`src/rtl/rf_param.sv`:
```
// Parameterised register file with forwarding, per-register pending bits and a sweep-clear FSM.
// Define RF_TRACE_EN to print the array, FSM state and pend vector on every rising clk edge.
module rf_param #(
  parameter int DATA_W = 32,
  parameter int ADDR_W = 5,
  parameter bit BYPASS = 1'b1
) (
  input  logic              clk,
  input  logic              rst,
  input  logic [ADDR_W-1:0] rs,
  input  logic [ADDR_W-1:0] rt,
  input  logic [ADDR_W-1:0] rd,
  input  logic [DATA_W-1:0] WD,
  input  logic              RFWr,
  output logic [DATA_W-1:0] RD1,
  output logic [DATA_W-1:0] RD2,
  input  logic              rsv_en,
  input  logic [ADDR_W-1:0] rsv_addr,
  output logic              rs_busy,
  output logic              rt_busy,
  input  logic              clr_req,
  output logic              clr_busy
);

  localparam int DEPTH = 1 << ADDR_W;

  typedef enum logic {IDLE = 1'b0, CLEAR = 1'b1} state_t;

  state_t              state, state_nxt;
  logic [ADDR_W-1:0]   idx, idx_nxt;
  logic [DATA_W-1:0]   regs [DEPTH];
  logic [DEPTH-1:0]    pend;

  logic wr_ok, rsv_ok, sweep_start, sweep_last;

  always_comb begin
    state_nxt   = state;
    idx_nxt     = idx;
    clr_busy    = 1'b0;
    sweep_start = 1'b0;
    sweep_last  = 1'b0;
    case (state)
      IDLE: begin
        if (clr_req) begin
          state_nxt   = CLEAR;
          idx_nxt     = ADDR_W'(1);
          sweep_start = 1'b1;
        end
      end
      CLEAR: begin
        clr_busy = 1'b1;
        // Index saturates at the top entry; the sweep ends on that write.
        if (idx == {ADDR_W{1'b1}}) begin
          state_nxt  = IDLE;
          sweep_last = 1'b1;
        end else begin
          idx_nxt = idx + ADDR_W'(1);
        end
      end
      default: state_nxt = IDLE;
    endcase
  end

  assign wr_ok  = RFWr && (rd != '0) && !clr_busy;
  assign rsv_ok = rsv_en && (rsv_addr != '0) && !clr_busy;

  always_ff @(posedge clk or posedge rst) begin
    if (rst) begin
      state <= IDLE;
      idx   <= '0;
    end else begin
      state <= state_nxt;
      idx   <= idx_nxt;
    end
  end

  always_ff @(posedge clk or posedge rst) begin
    if (rst) begin
      for (int i = 0; i < DEPTH; i++) regs[i] <= '0;
    end else if (clr_busy) begin
      regs[idx] <= '0;
    end else if (wr_ok) begin
      regs[rd] <= WD;
    end
  end

  // Reserve is applied after the write-clear so it wins on the same register.
  always_ff @(posedge clk or posedge rst) begin
    if (rst) begin
      pend <= '0;
    end else if (sweep_start) begin
      pend <= '0;
    end else begin
      if (wr_ok)  pend[rd]       <= 1'b0;
      if (rsv_ok) pend[rsv_addr] <= 1'b1;
    end
  end

  logic byp1, byp2;
  assign byp1 = BYPASS && wr_ok && !rst && (rd == rs);
  assign byp2 = BYPASS && wr_ok && !rst && (rd == rt);

  always_comb begin
    RD1 = regs[rs];
    RD2 = regs[rt];
    if (rs == '0)  RD1 = '0;
    else if (byp1) RD1 = WD;
    if (rt == '0)  RD2 = '0;
    else if (byp2) RD2 = WD;
  end

  assign rs_busy = pend[rs];
  assign rt_busy = pend[rt];

  logic unused_last;
  assign unused_last = sweep_last;

`ifdef RF_TRACE_EN
  always @(posedge clk) begin
    for (int i = 0; i < DEPTH; i++) begin
      $write("%8X ", regs[i]);
      if (i % 8 == 7) $write("\n");
    end
    $display("state=%s pend=%b", state.name(), pend);
  end
`else
`endif

endmodule

```
`config.mk`:
```
export PLATFORM = sky130hd
export DESIGN_NAME = rf_param
export DESIGN_NICKNAME = d
export VERILOG_FILES = /design/src/rtl/rf_param.sv
export SDC_FILE = /design/constraint.sdc
export NUM_CORES = 2
export LEC_CHECK = 0
export CAP_MARGIN = 20
export CORE_MARGIN = 3
export CORE_UTILIZATION = 55
export DETAILED_ROUTE_END_ITERATION = 7
export PLACE_DENSITY = 0.75
export SLEW_MARGIN = 20
export SYNTH_ARGS = -nofsm -noshare
export SYNTH_HDL_FRONTEND = slang
export SYNTH_SLANG_ARGS = --single-unit
```
`constraint.sdc`:
```
create_clock -name clk -period 43.9 [get_ports clk]
set_input_delay 13.17 -clock clk [delete_from_list [all_inputs] [get_ports clk]]
set_output_delay 13.17 -clock clk [all_outputs]
set_load 0.01 [all_outputs]
```
---- Word-level counts from Yosys, hierarchy flattened ----
Index checks and enable logic that the tools add are counted.
word-level totals
  logic and storage cells ................. 119
  output and inout port bits .............. 67
  flip-flop bits (word level) ............. 1062
cells by class
  magnitude comparators ................... 12
  equality and inequality tests ........... 5
  mux-type cells .......................... 37
  bitwise operators ....................... 10
  reductions and logical operators ........ 19
  $add $sub $neg .......................... 1
operators with widths
  kind                                                                          number
  1024-bit two-way mux                                                          2
  1024-bit bitwise AND                                                          1
  1024-bit bitwise mux                                                          1
  1024-bit inverter                                                             1
  32-bit two-way mux                                                            14
  32-bit binary-select mux with 5-bit select                                    2
  32-bit demux with 5-bit select                                                2
  32-bit bitwise AND                                                            1
  32-bit inverter                                                               1
  32-bit bitwise OR                                                             1
  6-bit >= comparator, second input constant                                    4
  5-bit by 6-bit less-than comparator with 1-bit output, second input constant  4
  5-bit inverter with 6-bit output                                              4
  6-bit by 1-bit less-than comparator with 1-bit output, second input constant  2
  1-bit logical AND                                                             11
  1-bit binary-select mux with 5-bit select                                     2
  1-bit demux with 5-bit select                                                 2
  5-bit == test                                                                 2
  5-bit by 1-bit >= comparator with 1-bit output, second input constant         2
  5-bit zero test                                                               2
  5-bit two-way mux                                                             2
  5-bit one-hot mux with 2 select lines                                         1
  5-bit nonzero test                                                            2
  1-bit two-way mux                                                             8
  8 further kinds                                                               10

---- Depth between registers and ports, before layout ----
  depth after elaboration ................. 11
  depth in mapped cells ................... 9
  gate-level depth less buffers ........... 8

---- Least setup slack after synthesis ----
No wires, ideal clock.
  path type ............................... input -> output
  start point ............................. input port rs[0]
  end point ............................... output port RD1[11]
  stages on the path ...................... 7
  arrival time ............................ 14.866 ns
  buffers on the path ..................... 3
  required time ........................... 30.730 ns
  setup slack ............................. 15.864 ns
  cell sequence ........................... buf_4 buf_2 buf_2 mux4_2 a22oi_1 a21oi_1 o31a_1
on the way
  word-level cells in the longest chain between the ends .. 6
  elaborated cells between the ends (all ways) .. 9
RTL lines
  what                                                    RTL line  text
  start, declared                                         10        input logic [ADDR_W-1:0] rs,
  5-bit inverter with 6-bit output (not written as such)  104       RD1 = regs[rs];
  32-bit binary-select mux with 5-bit select              104
  32-bit two-way mux (not written as such) (2 in a row)   104
  32-bit two-way mux                                      107       else if (byp1) RD1 = WD;
  32-bit two-way mux *                                    106       if (rs == '0) RD1 = '0;
  end, declared                                           15        output logic [DATA_W-1:0] RD1,
Mark *: on every way between the ends. The rest lies on a longest branch, timed or not. The select of a mux whose other input is x is not followed.

---- Worst setup path after layout ----
  start point ............................. input port rt[0]
  end point ............................... output port RD2[14]
on the way
  word-level cells in the longest chain between the ends .. 6
  elaborated cells between the ends (all ways) .. 9
RTL lines
  what                                                    RTL line  text
  start, declared                                         11        input logic [ADDR_W-1:0] rt,
  5-bit inverter with 6-bit output (not written as such)  105       RD2 = regs[rt];
  32-bit binary-select mux with 5-bit select              105
  32-bit two-way mux (not written as such) (2 in a row)   105
  32-bit two-way mux                                      109       else if (byp2) RD2 = WD;
  32-bit two-way mux *                                    108       if (rt == '0) RD2 = '0;
  end, declared                                           16        output logic [DATA_W-1:0] RD2,
Marked as above.

==> impl_metrics.json <==
{
  "status": "finished, final reports clean",
  "ant_nets": 0,
  "cts_sinks": 1062,
  "seq_power_share": 0.424,
  "dr.pass1.iters": 8,
  "synth.avg_cell_area_um2": 12.9,
  "syn_area_um2": 55800,
  "internal_power_mw": 2.04,
  "numCtsBuffers": 114,
  "grtUsageTotal": 0.406,
  "nFillCells": 7543,
  "portBuffers": 123,
  "drc_errors": 0,
  "rsz0062_at_grt": "false",
  "slew_headroom": 0.139,
  "yosys.cell_count.top_type": "dfrtp_1",
  "cts-root-buf": "clkbuf_16",
  "vias": 46200,
  "crit_path_max_fanout": 91,
  "setup_violations": 0,
  "final.setup.tns_ns": 0,
  "die_area_um2": 105000,
  "switchingPower_mw": 0.950,
  "area_growth_pct": 11.6,
  "grt_antenna_before_repair": 3,
  "use_met3": 0.194,
  "whs_ns": 0.510,
  "hp-class": "flop to flop",
  "dp_hpwl_um": 120000,
  "rows": 116,
  "synthCells": 4343,
  "cp-start-kind": "input port",
  "grt_pass1_vias": 45800,
  "grt_max_degree": 182,
  "ir_drop_mv": 0.0393,
  "postCtsSetupBuffers": 0,
  "cts_hold_buf": 0,
  "ys_warn_count": 0,
  "power_mw": 2.99,
  "r2r_slack_ns": 39.96,
  "synth_area_leader_cell": "dfrtp_1",
  "synth_top_area_frac": 0.476,
  "p_leak_nw": 27.5,
  "finalCritPeriodShare": 0.713,
  "drtIter0Drc": 8379,
  "synth_seq_cells": 1062,
  "cts_buffer_depth": 3,
  "combPwrFrac": 0.227,
  "synth_common_cells": "1062 x dfrtp_1, 993 x a22o_1, 368 x clkbuf_1",
  "drv_slew": 0,
  "htreeDepth": 3,
  "grt-ovfl-total": 0,
  "grt_pass1_wl_um": 317000,
  "place_ws_ns": 12.86,
  "reg2reg_from": "state",
  "die_width_um": 325,
  "synth_cell_types": 54,
  "avgRoutedWirePerCell_um": 38.8,
  "initial_core_util": 0.556,
  "finalCriticalPeriod_ns": 31.30,
  "drive_above_1_share": 0.208,
  "insertion_delay_ns": 0.72,
  "layout_setup_ws_ns": 12.60,
  "hold_viol_final": 0,
  "min_delay_path_depth": 1,
  "routed_wl_um": 219000,
  "synth_area_leaders": "dfrtp_1 48%, a22o_1 16%, mux4_2 14%",
  "critPathKind": "input port to output port",
  "nets": 4251,
  "dp_cells": 5428,
  "worstSetupEndpointType": "output port",
  "synthArstFlopShare": 1.00,
  "cts_tree": "done",
  "fin_skew_ns": 0.0352,
  "critPathArrivalTime_ns": 18.13,
  "path_clk_slew_ns": 0.06,
  "use_met2": 0.550,
  "critPathRequiredTime_ns": 30.73,
  "vias_per_cell": 8.19,
  "fmax_ghz": 0.0319,
  "final_cells": 5643,
  "synth_top_flop_cell": "dfrtp_1",
  "drv_cap": 0,
  "reg2reg_depth": 7,
  "io_pins": 124,
  "cts_resized": 0,
  "top_usage_layer": "met2",
  "worst-slew-pin-transition_ns": 1.29,
  "p_sw_frac": 0.318,
  "synth_edf_count": 0,
  "pwr_density_cell_nw_per_um2": 47.9,
  "routabilityCongestion": 0.961,
  "fp.dieH_um": 325,
  "syn_nets": 4405,
  "power_frac_clock": 0.349,
  "grt_use_met1": 0.521,
  "hold_start": "regs[1002]",
  "holdPathEnd": "regs[1002]",
  "core_um2": 100000,
  "reg2reg_to": "regs[656]",
  "seq_area_frac_synth": 0.476
}
worst max-delay path by stage:
stage          start  endpoint  slack (ns)  depth (start not counted)
3_5_place_dp   rt[0]   RD2[20]       12.86                          9
4_1_cts        rt[0]   RD2[14]       12.74                          9
2_1_floorplan    rst    idx[0]        0.84                          1
5_1_grt        rt[0]   RD2[23]       12.49                          9
6_report       rt[0]   RD2[14]       12.60                          9
3_3_place_gp   rt[0]   RD2[20]       12.90                          9
cell usage in the layout, fill, tap and decap left out, types with 10 or more instances in the layout:
master	instances
clkbuf_16	114
nand2_1	46
mux2_2	96
nor2_1	64
bufinv_16	15
nor3_4	15
clkdlybuf4s50_1	113
mux4_2	341
a21oi_4	31
o21ai_0	10
o211ai_1	63
clkbuf_8	24
a22o_1	993
xnor2_1	10
clkinv_2	14
o31a_1	62
a22oi_1	220
a221o_1	46
dfrtp_1	1062
nor2b_1	11
o22ai_1	46
clkinvlp_4	10
and2_1	39
buf_4	154
a21oi_1	219
clkbuf_1	19
nand2b_1	29
mux2i_1	291
routing by layer:
layer | part of all wire | wire, um
met5 | 0.0027 | 582
met4 | 0.074 | 16100
met3 | 0.17 | 38100
met2 | 0.41 | 89000
met1 | 0.34 | 75200
flip-flops by register name (all words and copies together) (netlist names):
name   count
pend      32
state      1
idx        5
regs    1024
cells by family (layout without fill, tap and decap cells):
group           after synthesis  after routing  share of synthesized area
other cells                   0              3                          0
flops                      1062           1062                      0.476
xor+xnor                     10             10                    0.00157
buf+inv                     558            498                     0.0425
compound gates             1700           1700                      0.242
fa+ha+maj                     5              5                    0.00112
mux                         728            728                      0.209
simple gates                280            280                     0.0282
critical path, cell delays in order:
cell and delay [ns]:
buf_8 0.64, buf_12 0.58, buf_4 0.78, nand2_1 0.97, o22ai_1 0.47, a221o_1 0.15
a21oi_1 0.08, o31a_1 0.47, clkdlybuf4s50_1 0.57
power groups by stage:
stage	Combinational, mW	Sequential, mW	Clock, mW
floorplan	0.436	1.23	0
global placement	0.636	1.26	0
detailed placement	0.650	1.27	0
CTS	0.652	1.25	1.04
global route	0.701	1.28	1.08
finish	0.678	1.27	1.04
layout make-up:
| class | instances | area [um^2] | share of cell area |
|---|---|---|---|
| clock buffers | 157 | 3250 | 0.0522 |
| clock inverters | 53 | 777 | 0.0125 |
| repair buffers | 281 | 2470 | 0.0396 |
| flip-flops and latches | 1062 | 26600 | 0.426 |
| well taps | 1357 | 1700 | 0.0272 |
| inverters | 7 | 33.8 | 0.000542 |
| multi-input cells | 2723 | 27500 | 0.442 |
| diodes | 3 | 7.51 | 0.000120 |
per-stage QoR:
stage | area [um^2] | util
2_1_floorplan | 55800 | -
3_5_place_dp | 58300 | 0.580
5_1_grt | 62300 | 0.621
4_1_cts | 62300 | 0.620
3_3_place_gp | 58300 | 0.580
6_report | 62300 | 0.621
Power figures use the tool's default switching activity.
